## config.mk

```make
export PLATFORM = sky130hd
export DESIGN_NAME = gain_ramp_driver
export DESIGN_NICKNAME = d
export VERILOG_FILES = /design/src/rtl/gain_pkg.sv /design/src/rtl/volume_taper.sv /design/src/rtl/gain_ramp_driver.sv
export SDC_FILE = /design/constraint.sdc
export NUM_CORES = 1
export LEC_CHECK = 0
export CAP_MARGIN = 30
export CORE_ASPECT_RATIO = 1.25
export CORE_MARGIN = 2
export CORE_UTILIZATION = 50
export DETAILED_ROUTE_END_ITERATION = 8
export PLACE_DENSITY = 0.7
export REMOVE_ABC_BUFFERS = 1
export SETUP_SLACK_MARGIN = 0.05
export SLEW_MARGIN = 25
export SYNTH_ARGS = -nofsm -noshare
export SYNTH_HDL_FRONTEND = slang
export SYNTH_SLANG_ARGS = --single-unit
export TNS_END_PERCENT = 50
```

## constraint.sdc

```tcl
create_clock -name clk -period 7.2 [get_ports clk]
set_input_delay 1.08 -clock clk [delete_from_list [all_inputs] [get_ports clk]]
set_output_delay 1.08 -clock clk [all_outputs]
set_load 0.005 [all_outputs]
```

## src/rtl/gain_pkg.sv

```systemverilog
// Shared constants, the 256-entry pot taper and the shift/saturate helper
// used by the gain ramp stage.
package gain_pkg;

    localparam int DATA_W_DEF    = 24;
    localparam int GAIN_W_DEF    = 8;
    localparam int FRAC_W_DEF    = 6;
    localparam int CHANNELS_DEF  = 2;
    localparam int RAMP_STEP_DEF = 1;

    // Dead zone up to 8, unity (64) at mid-travel, 202 at full travel.
    function automatic logic [255:0][7:0] build_taper();
        logic [255:0][7:0] t;
        for (int v = 0; v < 256; v++) begin
            if (v <= 8)
                t[v] = 8'd0;
            else if (v <= 127)
                t[v] = 8'(((v - 8) * 64) / 119);
            else
                t[v] = 8'(64 + ((v - 127) * 138) / 128);
        end
        return t;
    endfunction

    localparam logic [255:0][7:0] TAPER = build_taper();

    // Floor-shift the product, then clamp symmetrically so the most
    // negative code never appears on the output.
    function automatic logic signed [63:0] sat_shift(
        input logic signed [63:0] product,
        input int                 data_w,
        input int                 frac_w
    );
        logic signed [63:0] shifted;
        logic signed [63:0] max_pos;
        shifted = product >>> frac_w;
        max_pos = (64'sd1 <<< (data_w - 1)) - 64'sd1;
        if (shifted > max_pos)
            return max_pos;
        if (shifted < -max_pos)
            return -max_pos;
        return shifted;
    endfunction

endpackage

```

## src/rtl/volume_taper.sv

```systemverilog
// Registers the pot and mute inputs and turns them into the target gain.
module volume_taper import gain_pkg::*; #(
    parameter int GAIN_W = GAIN_W_DEF
) (
    input  logic              clk,
    input  logic              rst_n,
    input  logic [7:0]        volume,
    input  logic              mute,
    output logic [GAIN_W-1:0] target
);

    logic [7:0] volume_q;
    logic       mute_q;

    always_ff @(posedge clk or negedge rst_n) begin
        if (!rst_n) begin
            volume_q <= 8'd0;
            mute_q   <= 1'b0;
            target   <= '0;
        end else begin
            volume_q <= volume;
            mute_q   <= mute;
            target   <= mute_q ? '0 : GAIN_W'(TAPER[volume_q]);
        end
    end

endmodule

```

## src/rtl/gain_ramp_driver.sv

```systemverilog
// Two-stage volume stage: multiply by a per-frame ramped gain, then
// floor-shift and saturate, with valid/ready flow control on both sides.
module gain_ramp_driver import gain_pkg::*; #(
    parameter  int DATA_W    = DATA_W_DEF,
    parameter  int GAIN_W    = GAIN_W_DEF,
    parameter  int FRAC_W    = FRAC_W_DEF,
    parameter  int CHANNELS  = CHANNELS_DEF,
    parameter  int RAMP_STEP = RAMP_STEP_DEF,
    localparam int CHAN_W    = (CHANNELS > 1) ? $clog2(CHANNELS) : 1
) (
    input  logic              clk,
    input  logic              rst_n,
    input  logic [7:0]        volume,
    input  logic              mute,
    input  logic [DATA_W-1:0] d_in,
    input  logic              in_valid,
    output logic              in_ready,
    output logic [DATA_W-1:0] d_out,
    output logic [CHAN_W-1:0] out_chan,
    output logic              out_valid,
    input  logic              out_ready,
    output logic              gain_settled
);

    localparam int PROD_W = DATA_W + GAIN_W + 1;

    logic [GAIN_W-1:0]        target;
    logic [GAIN_W-1:0]        gain_cur;
    logic [CHAN_W-1:0]        chan_cnt;
    logic [CHAN_W-1:0]        s1_chan;
    logic                     s1_valid;
    logic signed [PROD_W-1:0] s1_prod;
    logic signed [PROD_W-1:0] din_ext;
    logic signed [PROD_W-1:0] gain_ext;
    logic signed [63:0]       prod_ext;
    logic signed [63:0]       sat_val;
    logic                     out_en;
    logic                     s1_en;
    logic                     accept;
    logic                     last_chan;

    volume_taper #(.GAIN_W(GAIN_W)) u_taper (
        .clk    (clk),
        .rst_n  (rst_n),
        .volume (volume),
        .mute   (mute),
        .target (target)
    );

    // Stage 1 may still fill while stage 2 waits, so no output is ever lost.
    assign out_en    = ~out_valid | out_ready;
    assign s1_en     = out_en | ~s1_valid;
    assign in_ready  = s1_en;
    assign accept    = in_valid & in_ready;
    assign last_chan = (chan_cnt == CHAN_W'(CHANNELS - 1));

    assign din_ext  = PROD_W'(signed'(d_in));
    assign gain_ext = PROD_W'({1'b0, gain_cur});
    assign prod_ext = 64'(s1_prod);
    assign sat_val  = sat_shift(prod_ext, DATA_W, FRAC_W);

    // Gain moves only on the last sample of a frame, so every sample of a
    // frame sees the value that was current at its first sample.
    always_ff @(posedge clk or negedge rst_n) begin
        if (!rst_n) begin
            gain_cur     <= '0;
            chan_cnt     <= '0;
            gain_settled <= 1'b0;
        end else begin
            gain_settled <= (gain_cur == target);
            if (accept) begin
                chan_cnt <= last_chan ? '0 : chan_cnt + 1'b1;
                if (last_chan) begin
                    if (gain_cur < target)
                        gain_cur <= ((target - gain_cur) > GAIN_W'(RAMP_STEP))
                                    ? gain_cur + GAIN_W'(RAMP_STEP) : target;
                    else if (gain_cur > target)
                        gain_cur <= ((gain_cur - target) > GAIN_W'(RAMP_STEP))
                                    ? gain_cur - GAIN_W'(RAMP_STEP) : target;
                end
            end
        end
    end

    always_ff @(posedge clk or negedge rst_n) begin
        if (!rst_n) begin
            s1_valid  <= 1'b0;
            s1_prod   <= '0;
            s1_chan   <= '0;
            out_valid <= 1'b0;
            d_out     <= '0;
            out_chan  <= '0;
        end else begin
            if (s1_en) begin
                s1_valid <= in_valid;
                if (in_valid) begin
                    s1_prod <= din_ext * gain_ext;
                    s1_chan <= chan_cnt;
                end
            end
            if (out_en) begin
                out_valid <= s1_valid;
                if (s1_valid) begin
                    d_out    <= sat_val[DATA_W-1:0];
                    out_chan <= s1_chan;
                end
            end
        end
    end

endmodule

```

==> impl_metrics.csv <==
group,metric,value,unit
route,met3_length,890,um
clock_network,postCtsSetupRepairBufs,0,
final_layout,nets,1756,
clock_network,cts_tree,"built",
synthesis,synth_area_per_cell,8.36,um2
critical_path,crit_type,"in -> reg",
synthesis,synth_area_leaders,"fa_1, dfrtp_1, ha_1",
clock_network,clock-sinks,82,
final_layout,drive_above_1_share,4.26,%
critical_path,reg2reg_from,"gain_cur[2]",
timing,max_freq,0.165,GHz
placement,preCtsSetupSlack,827,ps
placement,dp.final_hpwl,21.5,mm
synthesis,synth-async-reset-ratio,100,%
floorplan,die_y,178,um
final_layout,syn2layout_area_growth,10.1,%
timing,holdWs,474,ps
synthesis,syn_area,12200,um2
route,drt_first_iter_violations,469,
clock_network,numCtsBuffers,9,
synthesis,ys.warnings.count,0,
run,maxCapViolCount,0,
grt,grt_overflow_total,0,
grt,grt_max_degree,75,
synthesis,yosysTopAreaCell,"fa_1",
route,ant_nets,0,
timing,hold_violations,0,
clock_network,cts_resized,0,
placement,portBuffers,64,
route,first_pass_iters,5,
placement,place_congestion,0.864,
synthesis,synth_most_common_cell,"inv_1",
clock_network,cts_root_buf,"clkbuf_16",
timing,worstMarginPinSlew,924,ps
critical_path,endpoint_kind,"flip-flop",
route,top_layer,"met4",
floorplan,die_w,144,um
timing,setup_viol_count_final,0,
synthesis,synth_cells,1455,
clock_network,hold_buffers,0,
clock_network,cts_buffer_depth,2,
placement,dpl_cell_area,13100,um2
route,num_vias,9772,
route,met1_length,11.6,mm
synthesis,yosys-top-cells-count,"inv_1, nand2_1, fa_1",
critical_path,crit_required,7420,ps
timing,fin_worst_skew,6.86,ps
floorplan,design.die.area,25600,um2
min_path,min_from,"chan_cnt",
timing,finalSetupTns,0,ps
clock_network,htreeDepth,3,
floorplan,num_rows,63,
floorplan,start_util,51.1,%
synthesis,synth_top_area_share,24.8,%
final_layout,design_area,13400,um2
critical_path,cp.arrival,6280,ps
critical_path,crit_path_start,"d_in[4]",
synthesis,synth_cell_types,72,
route,routed_wl,27.3,mm
grt,grt_antenna_before_repair,1,
floorplan,coreArea,23800,um2
grt,grt_pass1_vias,9991,
min_path,timing.hold.worst_path_depth,1,
min_path,hold_path.class,"reg -> reg",
timing,final_max_slew_viol_count,0,
critical_path,critical_path.max_fanout,8,
critical_path,crit_path_start_kind,"primary input",
status,status,"completed",
synthesis,synth_edf_count,0,
timing,finalCritPeriodShare,84.2,%
floorplan,design.portCount,65,
route,drc,0,
synthesis,ys_seq_elements,82,
clock_network,clk_pin_slew,60,ps
grt,grt_usage,22.7,%
timing,fin_ws,1140,ps
route,dr_wl_met2,14.0,mm
route,wire_per_inst,15.2,um
synthesis,synth_flop_cell,"dfrtp_1",
timing,rsz0062_at_grt,"false",
synthesis,ys_seq_area_share,16.9,%
critical_path,r2r_cells,17,
timing,fin_crit,6060,ps
timing,slew-limit-headroom,38.4,%
route,drt-vias-per-instance,5.42,
clock_network,clk_latency,350,ps
grt,grt_pass1_wl,47.3,mm
stage by stage:
step	std cells	util, %
floorplan	1380	-
global placement	1780	54.6
detailed placement	1784	54.9
CTS	1800	56.1
global route	1804	56.3
finish	1804	56.3
state kept, by name, summed over array words and instances (netlist names):
register and flops:
chan_cnt 1, d_out 24, gain_cur 8, gain_settled 1, out_chan 1, out_valid 1
s1_chan 1, s1_prod 27, s1_valid 1, u_taper.mute_q 1, u_taper.target 8, u_taper.volume_q 8
layer usage:
layer  vias up  global-route usage, %
li1       4751                      -
met1      4740                   27.6
met2       216                   40.9
met3        65                   2.82
met4         0                   8.82
met5         -                      0
area by class of cell:
class,instances,area (um2)
Multi-Input combinational cell,1057,8920
Antenna cell,1,2.50
Inverter,241,905
Fill cell,2232,10400
Clock inverter,6,48.8
Sequential cell,82,2050
Clock buffer,10,229
Tap cell,325,407
Timing Repair Buffer,82,840
cells in the final DEF (no fill, tap or decap), types with 6 or more instances in the layout:
cell             instances
a21o_1                  14
clkdlybuf4s50_1         63
xor2_1                  14
nor3_1                  13
a211oi_1                13
clkbuf_16                9
o21a_1                   7
o211ai_1                13
fa_1                   151
nand3_1                 21
mux2i_1                  8
nand4_1                  7
mux2_2                   8
a21oi_1                 92
nor2_1                  94
buf_4                   12
nor2b_1                 12
o21bai_1                10
nand2_1                169
a31oi_1                 10
o21ai_0                 62
dfrtp_1                 81
xnor2_1                 26
nand2b_1                11
inv_1                  241
ha_1                    95
o21ai_1                  9
nor4_1                   7
and2_1                 102
o31ai_1                  6
worst paths after layout:
path                                       end  slack (ps)
min reg2reg                           chan_cnt         470
max in group asynchronous  u_taper.volume_q[4]        5860
min                                   chan_cnt         470
max reg2reg                        s1_prod[16]        1510
min in group asynchronous             d_out[6]         710
max                                s1_prod[16]        1140
kinds of logic after synthesis:
family          after synthesis  share of synthesized area (%)
compound gates              291                           15.4
xor+xnor                     40                           2.88
fa+ha+maj                   247                           34.7
buf+inv                     316                           9.87
flops                        82                           16.9
mux                          21                           2.32
simple gates                458                           18.0
critical path, cell delays in order:
cell and delay [ps]:
clkdlybuf4s50_1 620, nand2_1 130, fa_1 540, inv_1 50
fa_1 470, fa_1 540, inv_1 50, fa_1 520
inv_1 40, ha_1 340, and3_1 190, o21ai_0 220
o211ai_2 240, a311oi_1 620, o21ai_1 180, a21oi_1 200
xor2_1 160, o21ai_0 80
Power is not shown: default switching activity piles up to over one toggle a cycle in this logic, so the estimate is an artifact.
